$ cat src/rtl/multicycle_control_fsm_if.sv
// Handshake/control bundle between the multi-cycle sequencer and the datapath.
// master = sequencer side, slave = instruction RAM / datapath side.
interface multicycle_control_fsm_if #(
  parameter int DATA_W     = 16,
  parameter int REG_ADDR_W = 4
);
  logic [DATA_W-1:0]     instr;
  logic                  instrValid;
  logic                  memReady;

  logic                  irLoad;
  logic                  pcEnable;
  logic [REG_ADDR_W-1:0] regSrcSelect;
  logic [REG_ADDR_W-1:0] regDestSelect;
  logic                  shftOrNormMuxEnable;
  logic                  regOrImmediateMuxEnable;
  logic [1:0]            immediateSignZeroMuxEnable;
  logic                  aluOrOtherMuxEnable;
  logic                  ramOrRegDestMuxEnable;
  logic                  regWriteEnable;
  logic                  flagWriteEnable;
  logic                  memWriteEnable;
  logic                  illegalOp;
  logic [2:0]            state;

  modport master (
    input  instr, instrValid, memReady,
    output irLoad, pcEnable, regSrcSelect, regDestSelect,
           shftOrNormMuxEnable, regOrImmediateMuxEnable,
           immediateSignZeroMuxEnable, aluOrOtherMuxEnable,
           ramOrRegDestMuxEnable, regWriteEnable, flagWriteEnable,
           memWriteEnable, illegalOp, state
  );

  modport slave (
    output instr, instrValid, memReady,
    input  irLoad, pcEnable, regSrcSelect, regDestSelect,
           shftOrNormMuxEnable, regOrImmediateMuxEnable,
           immediateSignZeroMuxEnable, aluOrOtherMuxEnable,
           ramOrRegDestMuxEnable, regWriteEnable, flagWriteEnable,
           memWriteEnable, illegalOp, state
  );
endinterface

$ cat src/rtl/multicycle_control_fsm.sv
// Registered FETCH/DECODE/EXEC/MEM/WB sequencer for the 16-bit datapath.
// Optional MEM_WAIT_EN: MEM stalls until memReady; otherwise MEM is one cycle.
//
// state  | meaning
// FETCH  | wait for instrValid, latch IR, pulse irLoad/pcEnable
// DECODE | selects driven from IR, illegalOp pulse on bad encodings
// EXEC   | ALU operation in flight; JAL writes link and loads PC
// MEM    | data RAM access (LOAD / STOR)
// WB     | register and/or flag writeback
module multicycle_control_fsm #(
  parameter int DATA_W     = 16,
  parameter int REG_ADDR_W = 4,
  parameter int IMM_W      = 8
) (
  input logic                      clk,
  input logic                      rst_n,
  multicycle_control_fsm_if.master bus
);

  localparam logic [2:0] ST_FETCH  = 3'b000;
  localparam logic [2:0] ST_DECODE = 3'b001;
  localparam logic [2:0] ST_EXEC   = 3'b010;
  localparam logic [2:0] ST_MEM    = 3'b011;
  localparam logic [2:0] ST_WB     = 3'b100;

  localparam logic [3:0] OP_RTYPE = 4'b0000;
  localparam logic [3:0] OP_ANDI  = 4'b0001;
  localparam logic [3:0] OP_ORI   = 4'b0010;
  localparam logic [3:0] OP_XORI  = 4'b0011;
  localparam logic [3:0] OP_MEMOP = 4'b0100;
  localparam logic [3:0] OP_ADDI  = 4'b0101;
  localparam logic [3:0] OP_ADDUI = 4'b0110;
  localparam logic [3:0] OP_SUBI  = 4'b1001;
  localparam logic [3:0] OP_CMPI  = 4'b1011;
  localparam logic [3:0] OP_MOVI  = 4'b1101;
  localparam logic [3:0] OP_LUI   = 4'b1111;

  localparam logic [3:0] EXT_LOAD = 4'b0000;
  localparam logic [3:0] EXT_STOR = 4'b0100;
  localparam logic [3:0] EXT_JAL  = 4'b1000;
  localparam logic [3:0] EXT_CMP  = 4'b1011;

  localparam logic [2:0] CL_ILL  = 3'd0;
  localparam logic [2:0] CL_ALU  = 3'd1;
  localparam logic [2:0] CL_LOAD = 3'd2;
  localparam logic [2:0] CL_STOR = 3'd3;
  localparam logic [2:0] CL_JAL  = 3'd4;

  localparam logic [1:0] IMM_ONLY = 2'b00;
  localparam logic [1:0] IMM_SIGN = 2'b01;
  localparam logic [1:0] IMM_ZERO = 2'b10;

  logic [2:0]        r_state;
  logic [2:0]        w_state_nxt;
  logic [DATA_W-1:0] r_ir;

  logic [3:0] w_opcode;
  logic [3:0] w_ext;
  logic [2:0] w_cls;
  logic       w_shft;
  logic       w_roi;
  logic [1:0] w_imm_sel;
  logic       w_aoo;
  logic       w_rord;
  logic       w_mem_done;
  logic       w_ir_load;
  logic       w_active;
  logic       w_in_decode;
  logic       w_in_exec;
  logic       w_in_mem;
  logic       w_in_wb;

  // Extension nibble sits in the top of the immediate field.
  assign w_opcode = r_ir[DATA_W-1 -: 4];
  assign w_ext    = r_ir[IMM_W-1 -: 4];

  always_comb begin
    w_cls     = CL_ILL;
    w_shft    = 1'b0;
    w_roi     = 1'b0;
    w_imm_sel = IMM_ONLY;
    w_aoo     = 1'b0;
    w_rord    = 1'b0;
    case (w_opcode)
      OP_RTYPE: begin
        w_cls  = CL_ALU;
        w_shft = 1'b1;
        w_rord = (w_ext != EXT_CMP);
      end
      OP_ADDI, OP_ADDUI, OP_SUBI, OP_CMPI: begin
        w_cls     = CL_ALU;
        w_shft    = 1'b1;
        w_roi     = 1'b1;
        w_imm_sel = IMM_SIGN;
        w_rord    = (w_opcode != OP_CMPI);
      end
      OP_ANDI, OP_ORI, OP_XORI, OP_MOVI: begin
        w_cls     = CL_ALU;
        w_shft    = 1'b1;
        w_roi     = 1'b1;
        w_imm_sel = IMM_ZERO;
        w_rord    = 1'b1;
      end
      OP_LUI: begin
        w_cls  = CL_ALU;
        w_shft = 1'b1;
        w_roi  = 1'b1;
        w_rord = 1'b1;
      end
      OP_MEMOP: begin
        case (w_ext)
          EXT_LOAD: begin
            w_cls  = CL_LOAD;
            w_aoo  = 1'b1;
            w_rord = 1'b1;
          end
          EXT_STOR: w_cls = CL_STOR;
          EXT_JAL: begin
            w_cls  = CL_JAL;
            w_aoo  = 1'b1;
            w_rord = 1'b1;
          end
          default: w_cls = CL_ILL;
        endcase
      end
      default: w_cls = CL_ILL;
    endcase
  end

`ifdef MEM_WAIT_EN
  assign w_mem_done = bus.memReady;
`else
  logic w_unused_mem_ready;
  assign w_mem_done         = 1'b1;
  assign w_unused_mem_ready = bus.memReady;
`endif

  always_comb begin
    w_state_nxt = ST_FETCH;
    case (r_state)
      ST_FETCH:  w_state_nxt = bus.instrValid ? ST_DECODE : ST_FETCH;
      ST_DECODE: begin
        case (w_cls)
          CL_ALU, CL_JAL:   w_state_nxt = ST_EXEC;
          CL_LOAD, CL_STOR: w_state_nxt = ST_MEM;
          default:          w_state_nxt = ST_FETCH;
        endcase
      end
      ST_EXEC:   w_state_nxt = (w_cls == CL_JAL) ? ST_FETCH : ST_WB;
      ST_MEM: begin
        if (!w_mem_done)
          w_state_nxt = ST_MEM;
        else if (w_cls == CL_LOAD)
          w_state_nxt = ST_WB;
        else
          w_state_nxt = ST_FETCH;
      end
      default:   w_state_nxt = ST_FETCH;
    endcase
  end

  // Gated by rst_n so no FETCH pulse leaks out while reset is held.
  assign w_ir_load = rst_n & (r_state == ST_FETCH) & bus.instrValid;

  always_ff @(posedge clk or negedge rst_n) begin
    if (!rst_n) begin
      r_state <= ST_FETCH;
      r_ir    <= '0;
    end else begin
      r_state <= w_state_nxt;
      if (w_ir_load)
        r_ir <= bus.instr;
    end
  end

  assign w_in_decode = (r_state == ST_DECODE);
  assign w_in_exec   = (r_state == ST_EXEC);
  assign w_in_mem    = (r_state == ST_MEM);
  assign w_in_wb     = (r_state == ST_WB);
  assign w_active    = w_in_decode | w_in_exec | w_in_mem | w_in_wb;

  assign bus.state                      = r_state;
  assign bus.irLoad                     = w_ir_load;
  assign bus.pcEnable                   = w_ir_load | (w_in_exec & (w_cls == CL_JAL));
  assign bus.regSrcSelect               = w_active ? r_ir[REG_ADDR_W-1:0] : '0;
  assign bus.regDestSelect              = w_active ? r_ir[8 +: REG_ADDR_W] : '0;
  assign bus.shftOrNormMuxEnable        = w_active & w_shft;
  assign bus.regOrImmediateMuxEnable    = w_active & w_roi;
  assign bus.immediateSignZeroMuxEnable = w_active ? w_imm_sel : IMM_ONLY;
  assign bus.aluOrOtherMuxEnable        = w_active & w_aoo;
  assign bus.ramOrRegDestMuxEnable      = w_active & w_rord;
  assign bus.regWriteEnable             = (w_in_wb & w_rord) | (w_in_exec & (w_cls == CL_JAL));
  assign bus.flagWriteEnable            = w_in_wb & (w_cls == CL_ALU);
  assign bus.memWriteEnable             = w_in_mem & (w_cls == CL_STOR);
  assign bus.illegalOp                  = w_in_decode & (w_cls == CL_ILL);

endmodule

$ cat src/flat_wrapper.sv
// flat-port wrapper written by rule: the top's interface ports become plain ports
module multicycle_control_fsm_flat 
#(
  parameter int DATA_W     = 16,
  parameter int REG_ADDR_W = 4,
  parameter int IMM_W      = 8
)
  (clk, rst_n, bus_instr, bus_instrValid, bus_memReady, bus_irLoad, bus_pcEnable, bus_regSrcSelect, bus_regDestSelect, bus_shftOrNormMuxEnable, bus_regOrImmediateMuxEnable, bus_immediateSignZeroMuxEnable, bus_aluOrOtherMuxEnable, bus_ramOrRegDestMuxEnable, bus_regWriteEnable, bus_flagWriteEnable, bus_memWriteEnable, bus_illegalOp, bus_state);
  multicycle_control_fsm_if #(.DATA_W(DATA_W), .REG_ADDR_W(REG_ADDR_W)) bus_i ();
  input logic clk;
  input logic rst_n;
  input wire logic [$bits(bus_i.instr)-1:0] bus_instr;
  input wire logic [$bits(bus_i.instrValid)-1:0] bus_instrValid;
  input wire logic [$bits(bus_i.memReady)-1:0] bus_memReady;
  output wire logic [$bits(bus_i.irLoad)-1:0] bus_irLoad;
  output wire logic [$bits(bus_i.pcEnable)-1:0] bus_pcEnable;
  output wire logic [$bits(bus_i.regSrcSelect)-1:0] bus_regSrcSelect;
  output wire logic [$bits(bus_i.regDestSelect)-1:0] bus_regDestSelect;
  output wire logic [$bits(bus_i.shftOrNormMuxEnable)-1:0] bus_shftOrNormMuxEnable;
  output wire logic [$bits(bus_i.regOrImmediateMuxEnable)-1:0] bus_regOrImmediateMuxEnable;
  output wire logic [$bits(bus_i.immediateSignZeroMuxEnable)-1:0] bus_immediateSignZeroMuxEnable;
  output wire logic [$bits(bus_i.aluOrOtherMuxEnable)-1:0] bus_aluOrOtherMuxEnable;
  output wire logic [$bits(bus_i.ramOrRegDestMuxEnable)-1:0] bus_ramOrRegDestMuxEnable;
  output wire logic [$bits(bus_i.regWriteEnable)-1:0] bus_regWriteEnable;
  output wire logic [$bits(bus_i.flagWriteEnable)-1:0] bus_flagWriteEnable;
  output wire logic [$bits(bus_i.memWriteEnable)-1:0] bus_memWriteEnable;
  output wire logic [$bits(bus_i.illegalOp)-1:0] bus_illegalOp;
  output wire logic [$bits(bus_i.state)-1:0] bus_state;
  assign bus_i.instr = bus_instr;
  assign bus_i.instrValid = bus_instrValid;
  assign bus_i.memReady = bus_memReady;
  assign bus_irLoad = bus_i.irLoad;
  assign bus_pcEnable = bus_i.pcEnable;
  assign bus_regSrcSelect = bus_i.regSrcSelect;
  assign bus_regDestSelect = bus_i.regDestSelect;
  assign bus_shftOrNormMuxEnable = bus_i.shftOrNormMuxEnable;
  assign bus_regOrImmediateMuxEnable = bus_i.regOrImmediateMuxEnable;
  assign bus_immediateSignZeroMuxEnable = bus_i.immediateSignZeroMuxEnable;
  assign bus_aluOrOtherMuxEnable = bus_i.aluOrOtherMuxEnable;
  assign bus_ramOrRegDestMuxEnable = bus_i.ramOrRegDestMuxEnable;
  assign bus_regWriteEnable = bus_i.regWriteEnable;
  assign bus_flagWriteEnable = bus_i.flagWriteEnable;
  assign bus_memWriteEnable = bus_i.memWriteEnable;
  assign bus_illegalOp = bus_i.illegalOp;
  assign bus_state = bus_i.state;
  multicycle_control_fsm #(.DATA_W(DATA_W), .REG_ADDR_W(REG_ADDR_W), .IMM_W(IMM_W)) u_core (.clk(clk), .rst_n(rst_n), .bus(bus_i));
endmodule
$ cat config.mk
export PLATFORM = sky130hd
export DESIGN_NAME = multicycle_control_fsm_flat
export DESIGN_NICKNAME = d
export VERILOG_FILES = /design/src/rtl/multicycle_control_fsm_if.sv /design/src/rtl/multicycle_control_fsm.sv /design/src/flat_wrapper.sv
export SDC_FILE = /design/constraint.sdc
export NUM_CORES = 1
export LEC_CHECK = 0
export ABC_AREA = 1
export ABC_CLOCK_PERIOD_IN_PS = 1000
export BUFFER_PORTS_ARGS = -buffer_cell sky130_fd_sc_hd__buf_4
export CAP_MARGIN = 25
export CORE_MARGIN = 2
export CORE_UTILIZATION = 24
export CTS_CLUSTER_DIAMETER = 200
export DETAILED_ROUTE_END_ITERATION = 12
export SLEW_MARGIN = 5
export SYNTH_ARGS = -nofsm -noshare
export SYNTH_HDL_FRONTEND = slang
export SYNTH_SLANG_ARGS = --single-unit
export TNS_END_PERCENT = 50
$ cat constraint.sdc
create_clock -name clk -period 1 [get_ports clk]
set_clock_uncertainty 0.05 [all_clocks]
set_input_delay 0.1 -clock clk [delete_from_list [all_inputs] [get_ports clk]]
set_output_delay 0.1 -clock clk [all_outputs]
set_load 0.005 [all_outputs]
======== Word level (Yosys, flattened, before mapping) ========
Cells that the tools add are included.
word-level totals
  output and inout bits ................... 23
  word-level logic and storage cells ...... 68
  input bits .............................. 20
  register bits after elaboration ......... 19
cells by class
  reduce and logical (&&, ||, !) cells .... 12
  multiplexer cells ....................... 16
  equal/unequal tests ..................... 22
  bitwise operators ....................... 16
operators with widths
  operator                                             count
  equality test 4 bit, second input constant           5
  equality test 4 x 3 -> 1 bit, second input constant  4
  equality test 3 x 2 -> 1 bit, second input constant  4
  case mux 3 bit (4 select lines)                      1
  AND 1 bit                                            11
  OR reduction 10 bit                                  1
  case mux 3 bit (3 select lines)                      1
  OR reduction 9 bit                                   1
  equality test 4 x 2 -> 1 bit, second input constant  2
  zero test 4 bit                                      2
  two-way mux 4 bit                                    2
  inequality test 4 bit, second input constant         2
  case mux 2 bit (2 select lines)                      2
  OR reduction 4 bit                                   2
  equality test 3 x 1 -> 1 bit, second input constant  2
  equality test 3 bit, second input constant           2
  zero test 3 bit                                      2
  two-way mux 3 bit                                    2
  case mux 3 bit (2 select lines)                      1
  OR reduction 2 bit                                   3
  two-way mux 1 bit                                    5
  OR 1 bit                                             5
  OR reduction 5 bit                                   1
  equality test 4 x 1 -> 1 bit, second input constant  1
  2 further kinds                                      2

======== Logic depth before layout (Yosys ltp) ========
Gate-level depths: netlist of run 1.
  word-level depth ........................ 7
  mapped depth ............................ 8
  mapped depth without buffers ............ 8

======== Least setup slack after synthesis of run 1 ========
No wires, ideal clock.
  path type ............................... reg-to-output
  from .................................... register u_core.r_state[1] (netlist: u_core.bus.state[1])
  to ...................................... output bus_shftOrNormMuxEnable
  slack ................................... -227 ps
  path buffers ............................ 1
  arrival ................................. 1077 ps
  stages on the path, launching flop included .. 6
  cells stage by stage .................... dfrtp_1 nor2_2 nand2_1 and2_4 buf_2 nor2_1
on the way
  word-level cells in the longest chain between the ends .. 5
  elaborated cells between the ends (all ways) .. 8
  classes of those cells .................. 4 x eq/ne; 4 x bitwise
RTL lines
  element                                                                              line                                                          RTL
  from (decl)                                                                          multicycle_control_fsm.sv:53                                  logic [2:0] r_state;
  from (signal assigned)                                                               multicycle_control_fsm.sv:170                                 r_state <= w_state_nxt;
  equality test 3 x 1 -> 1 bit / equality test 3 x 2 -> 1 bit (equally long branches)  multicycle_control_fsm.sv:176, multicycle_control_fsm.sv:177
  OR 1 bit (2 in series)                                                               multicycle_control_fsm.sv:180                                 assign w_active = w_in_decode | w_in_exec | w_in_mem | w_in_wb;
  OR 1 bit (*)                                                                         multicycle_control_fsm.sv:180
  AND 1 bit (*)                                                                        multicycle_control_fsm.sv:187                                 assign bus.shftOrNormMuxEnable = w_active & w_shft;
  to (decl)                                                                            flat_wrapper.sv:19                                            output wire logic [$bits(bus_i.shftOrNormMuxEnable)-1:0] bus_shftOrNormMuxEnable;
Mark *: on every way between the ends. The rest lies on a longest branch, timed or not.

======== Final worst setup path of run 1 ========
  from .................................... register u_core.r_ir[15]
  to ...................................... output bus_ramOrRegDestMuxEnable
on the way
  word-level cells in the longest chain between the ends .. 4
  elaborated cells between the ends (all ways) .. 16
  classes of those cells .................. 11 x eq/ne; 1 x mux; 1 x bitwise; 3 x reduce/logical
RTL lines
  element                                                                           line                           RTL
  from (decl)                                                                       multicycle_control_fsm.sv:55   logic [DATA_W-1:0] r_ir;
  from (signal assigned)                                                            multicycle_control_fsm.sv:172  r_ir <= bus.instr;
  equality test 4 x 1 -> 1 bit, or another cell as far along                        multicycle_control_fsm.sv:84   case (w_opcode)
  OR reduction 5 bit (no source line) / OR reduction 4 bit (equally long branches)  n/a
  case mux 1 bit (4 select lines) (*)                                               multicycle_control_fsm.sv:84
  AND 1 bit (*)                                                                     multicycle_control_fsm.sv:191  assign bus.ramOrRegDestMuxEnable = w_active & w_rord;
  to (decl)                                                                         flat_wrapper.sv:23             output wire logic [$bits(bus_i.ramOrRegDestMuxEnable)-1:0] bus_ramOrRegDestMuxEnable;
Marks and branches as above.

==> results.ini, run 1 <==
[die]
die_h_um = 71.0
start_util = 0.249
rows = 24
die-area_um2 = 5040
pin_count = 43
coreArea_um2 = 4320
die_w_um = 71.0

[synthesis]
ys_seq_area_frac = 0.441
yosysWarnings = 0
yosys.area.top_type = dfrtp_1
synth_most_common_cell = nand2_1
ys_ff_latch = 19
ys_types = 18
syn_area_um2 = 1080
synth.avg_cell_area_um2 = 6.95
netlist_top_cells_area = dfrtp_1 (44%), nand2_1 (13%), o21ai_0 (9.3%)
syn-instance-count = 155
ys.flop_type = dfrtp_1
yosys.area.top_type_share = 0.441
async_reset_ff_frac = 1.00
synth-edff-count = 0
syn_nets = 175
synthTopCellsByCount = nand2_1 (38), nor2_1 (24), inv_1 (23), o21ai_0 (20), dfrtp_1 (19)

[detailed_routing]
viasPerCell = 4.35
firstDrtPassIters = 4
drc = 0
routed_wl_um = 3450
wire_per_inst_um = 11.5
via_count = 1300
drtIter0Drc = 74
ant_nets = 0

[sta]
worst_pin_slew_ns = 0.250
rsz0062_at_grt = true
max_clock_freq_mhz = 602
hold_slack_ns = -0.000842
setup_slack_ns = -0.660
period_needed_ns = 1.66
hold_viol = 1
fin_crit_sh = 1.66
finalSetupViolCount = 42
slew_violations = 0
maxSlewHeadroom = 0.834

[grt]
antenna_found_initial = 0
grt_pass1_wl_um = 5610
grt_pass1_vias = 1260
grt_max_degree = 20
gr-total-overflow = 0
gr-usage-all-layers = 0.140

[cells_and_area]
fill_cells = 433
layoutNonFillerInstCount = 299
nets = 268
n_antenna_cell = 0
area_growth_syn_to_layout_pct = 108
final_util = 0.519
layout-drive-gt1-share = 0.623

[power_and_ir_drop]
finalPower_uw = 7080
power_density_nw_per_um2 = 3150
power.leakage_uw = 0.00111
ir_drop_mv = 1.11

[placement]
place_inst = 272
place_congestion = 0.839
dp_hpwl_um = 2210
portBuffers = 41
pre_cts_ws_ns = -0.400

[cts]
clockRootBuffer = clkbuf_8
clock_path_buffers = 2
cts_max_level = 1
clock_latency_ns = 0.25
cts.sinks = 19
clk_pin_slew_ns = 0.07
cts_tree = yes
cts_buffers = 3

[setup_path]
cp_max_fo = 5
critPathRequiredTime_ns = 0.85
cp-start-kind = register
arrival_ns = 1.51
critical_path_class = reg -> out
r2r_slack_ns = -0.40
endpoint_kind = output pin

[outcome]
outcome = complete, but fails checks
failed_checks = negative hold slack, negative setup slack

[min_path]
hp-class = in -> reg

[job]
cap_violations = 0

[timing repair]
item / CTS / global route
setup endpoints to repair: 42 / 42
buffers inserted: 18 / 4
pin swaps: 8 / 11
cloned: 2 / 0
endpoints found under the hold margin: 20 / 0
hold buffers: 2 / 0
gates resized for setup: 47 / 37
[cells by family after synthesis]
group	after synthesis	synth area share
simple gates	82	0.330
buf+inv	29	0.106
compound gates	25	0.123
flops	19	0.441
[final cells by class]
class	instances	area, um2	share of cell area
well taps	52	65.1	0.0290
clock buffers	4	45.0	0.0201
flip-flops and latches	19	479	0.213
multi-input cells	107	703	0.313
inverters	25	98.8	0.0440
repair buffers	92	855	0.381
[power breakdown]
group	internal [uW]	total [uW]	switching, uW	leakage (uW)
Combinational	2750	5130	2390	0.000858
Clock	283	522	240	0.0000228
Sequential	1140	1420	288	0.000233
[through the flow]
step | cell area (um2) | hold slack (ns) | TNS [ns]
after detailed placement | 1760 | 0.0525 | -10.73
final | 2250 | -0.000842 | -18.31
after global placement | 1760 | 0.0572 | -10.33
after floorplan | 1200 | -0.246 | -5.98
after global routing | 2250 | 0.00716 | -21.31
after CTS | 2130 | 0.000390 | -16.81
[final timing paths]
kind | from | to | depth (start not counted)
worst max-delay path | u_core.r_ir[15] | bus_ramOrRegDestMuxEnable | 9
worst min-delay path | bus_instr[12] | u_core.r_ir[12] | 3
max in group asynchronous | rst_n | u_core.r_ir[12] | 3
worst min register to register | u_core.r_ir[1] | u_core.r_ir[1] | 2
worst max register to register | u_core.bus.state[0] | u_core.r_ir[8] | 9
min in group asynchronous | rst_n | u_core.r_ir[3] | 3
[worst max-delay path: stages, from the launching register on]
cell and delay [ns]:
dfrtp_1 0.42, inv_2 0.15, buf_6 0.12, nand2_4 0.05
nor2_4 0.14, nand2_1 0.06, nand2_1 0.08, nor2_1 0.04
nor2_1 0.08, buf_4 0.11
[sequential cells by signal, indices dropped and copies added (netlist names)]
name,count
u_core.r_ir,16
u_core.bus.state,3
[routing by layer]
layer  GRT usage  vias up  part of all wire  wire length [um]
met4      0.0503        0             0.011                38
met2       0.251       31              0.53              1810
met5           0        -                 0                 0
met1       0.169      592              0.42              1440
li1            -      673                 -                 -
met3      0.0228        4             0.046               160
[placed cells by master, fill, tap and decap left out, drive strengths merged]
cell type / count
inv: 25
nand4: 2
nor2: 28
nand3: 9
a21oi: 2
nor3: 3
o21ai: 20
buf: 90
o21bai: 2
and2: 1
clkbuf: 4
dlygate4sd3: 2
o31ai: 1
dfrtp: 19
nand2: 39
Note: power is estimated with default switching activity, not from simulation.
==> run 2: changes to the inputs <==
--- a/config.mk
+++ b/config.mk
@@ -13,6 +13,7 @@
 export CORE_UTILIZATION = 24
 export CTS_CLUSTER_DIAMETER = 200
 export DETAILED_ROUTE_END_ITERATION = 12
+export RECOVER_POWER = 100
 export SLEW_MARGIN = 5
 export SYNTH_ARGS = -nofsm -noshare
 export SYNTH_HDL_FRONTEND = slang
==> run 2 against run 1 <==
Compared with the run above: the flow still finishes with violations (negative hold slack, negative setup slack); critical path type unchanged; die area stayed put; setup slack hardly changed; global-route usage stayed put; critical path depth stayed put; via count stayed put; clock power hardly changed; largest power group unchanged; total power hardly changed; first-iteration DRC count stayed put; utilization is 0.12 points lower; combinational power hardly changed; flip-flop and latch count stayed put; clock-buffer cell count stayed put.
==> results.ini, run 2 (synthesis results as in run 1) <==
[outcome]
outcome = complete, but fails checks
failed_checks = negative hold slack, negative setup slack

[power_and_ir_drop]
power_density_nw_per_um2 = 3160
ir_drop_mv = 1.11
power.leakage_uw = 0.00111

[placement]
portBuffers = 41
place_congestion = 0.839
pre_cts_ws_ns = -0.400
dp_hpwl_um = 2210
place_inst = 272

[sta]
rsz0062_at_grt = true
max_clock_freq_mhz = 602
hold_slack_ns = -0.000852
setup_tns_ns = -18.31
setup_slack_ns = -0.660
fin_crit_sh = 1.66
finalSetupViolCount = 42
period_needed_ns = 1.66
hold_viol = 1
worst_pin_slew_ns = 0.482
maxSlewHeadroom = 0.678
slew_violations = 0

[setup_path]
arrival_ns = 1.51
critical_path_class = reg -> out
endpoint_kind = output pin
worst_path_dominant_cell_family = simple AND/OR/NAND/NOR gates
crit_path_cell_trace = inv_2, buf_6, nand2_4, nor2_4, nand2_1, nand2_1, nor2_1, nor2_1, buf_4
slowest_stage = dfrtp_1
cp_max_fo = 5
critPathRequiredTime_ns = 0.85
cp-start-kind = register
worstPathBufferInverterCount = 3
slowest_delay_ns = 0.42

[cts]
cts_buffers = 3
clockRootBuffer = clkbuf_8
cts_max_level = 1
clk_pin_slew_ns = 0.07
cts_tree = yes
cts.sinks = 19
clock_path_buffers = 2
clock_latency_ns = 0.25

[cells_and_area]
largest_register_ffs = 16
area_growth_syn_to_layout_pct = 108
largest_register = u_core.r_ir
nets = 268
layout-drive-gt1-share = 0.623
final_cell_mix = buf_4 (60), buf_6 (23), nand2_1 (22)
n_antenna_cell = 0
layoutNonFillerInstCount = 299
final_common_cell = buf_4

[min_path]
hp-class = in -> reg

[die]
die-area_um2 = 5040
die_w_um = 71.0
coreArea_um2 = 4320
pin_count = 43
rows = 24
start_util = 0.249
die_h_um = 71.0

[detailed_routing]
wl_met2_um = 1810
via_count = 1300
firstDrtPassIters = 4
viasPerCell = 4.35
drtIter0Drc = 74
top_layer_used = met4
routed_wl_um = 3450
ant_nets = 0
wl_met3_um = 160
wire_per_inst_um = 11.5
drc = 0
met1_length_um = 1440

[grt]
grt_pass1_wl_um = 5610
grt_pass1_vias = 1260
gr-usage-all-layers = 0.140
antenna_found_initial = 0
gr-total-overflow = 0
grt_max_degree = 20

[job]
cap_violations = 0

run 2: through the flow:
| step | util | hold slack [ns] | total power [uW] | area [um2] |
|---|---|---|---|---|
| 6_report | 0.518 | -0.000852 | 7080 | 2240 |
| 5_1_grt | 0.518 | 0.00716 | 7590 | 2240 |
| 4_1_cts | 0.492 | 0.000390 | 6710 | 2130 |
| 3_5_place_dp | 0.406 | 0.0525 | 5100 | 1760 |
| 3_3_place_gp | 0.406 | 0.0572 | 5070 | 1760 |
| 2_1_floorplan | - | -0.246 | 3450 | 1200 |
run 2: routing by layer:
layer  global-route usage  up-vias
li1                     -      673
met1                0.169      592
met3               0.0228        4
met4               0.0503        0
met5                    0        -
met2                0.251       31
run 2: layout make-up:
type / count / area [um2]
Fill cell: 435 / 2080
Timing Repair Buffer: 92 / 850
Multi-Input combinational cell: 107 / 703
Sequential cell: 19 / 479
Inverter: 25 / 98.8
Tap cell: 52 / 65.1
Clock buffer: 4 / 45.0
run 2: worst register-to-register path, cell delays in order (launching register included):
cell and delay [ns]:
dfrtp_1 0.42, nor2_2 0.13, buf_6 0.12, nand3_4 0.09, inv_4 0.10, buf_12 0.11
buf_6 0.09, buf_8 0.11, nand2_2 0.04, o21ai_1 0.07
run 2: worst paths after layout:
path / startpoint / end / slack [ns] / cells past startpoint
max reg2reg: u_core.bus.state[0] / u_core.r_ir[8] / -0.40 / 9
min reg2reg: u_core.r_ir[1] / u_core.r_ir[1] / 0.50 / 2
max in group asynchronous: rst_n / u_core.r_ir[12] / 0.09 / 3
min in group asynchronous: rst_n / u_core.r_ir[3] / 0.46 / 3
min: bus_instr[12] / u_core.r_ir[12] / -0.0009 / 3
max: u_core.r_ir[15] / bus_ramOrRegDestMuxEnable / -0.66 / 9
run 2: where the power goes:
part	total [uW]	switching (uW)	internal, uW
sequential	1420	288	1140
combinational	5130	2390	2740
clock	522	240	283
run 2: timing repair:
action	CTS	global route
buffers inserted	18	4
endpoints found under the setup margin	42	42
pin swaps	8	11
gates resized for setup	47	37
hold buffers	2	0
hold endpoints to repair	20	0
gates cloned	2	0
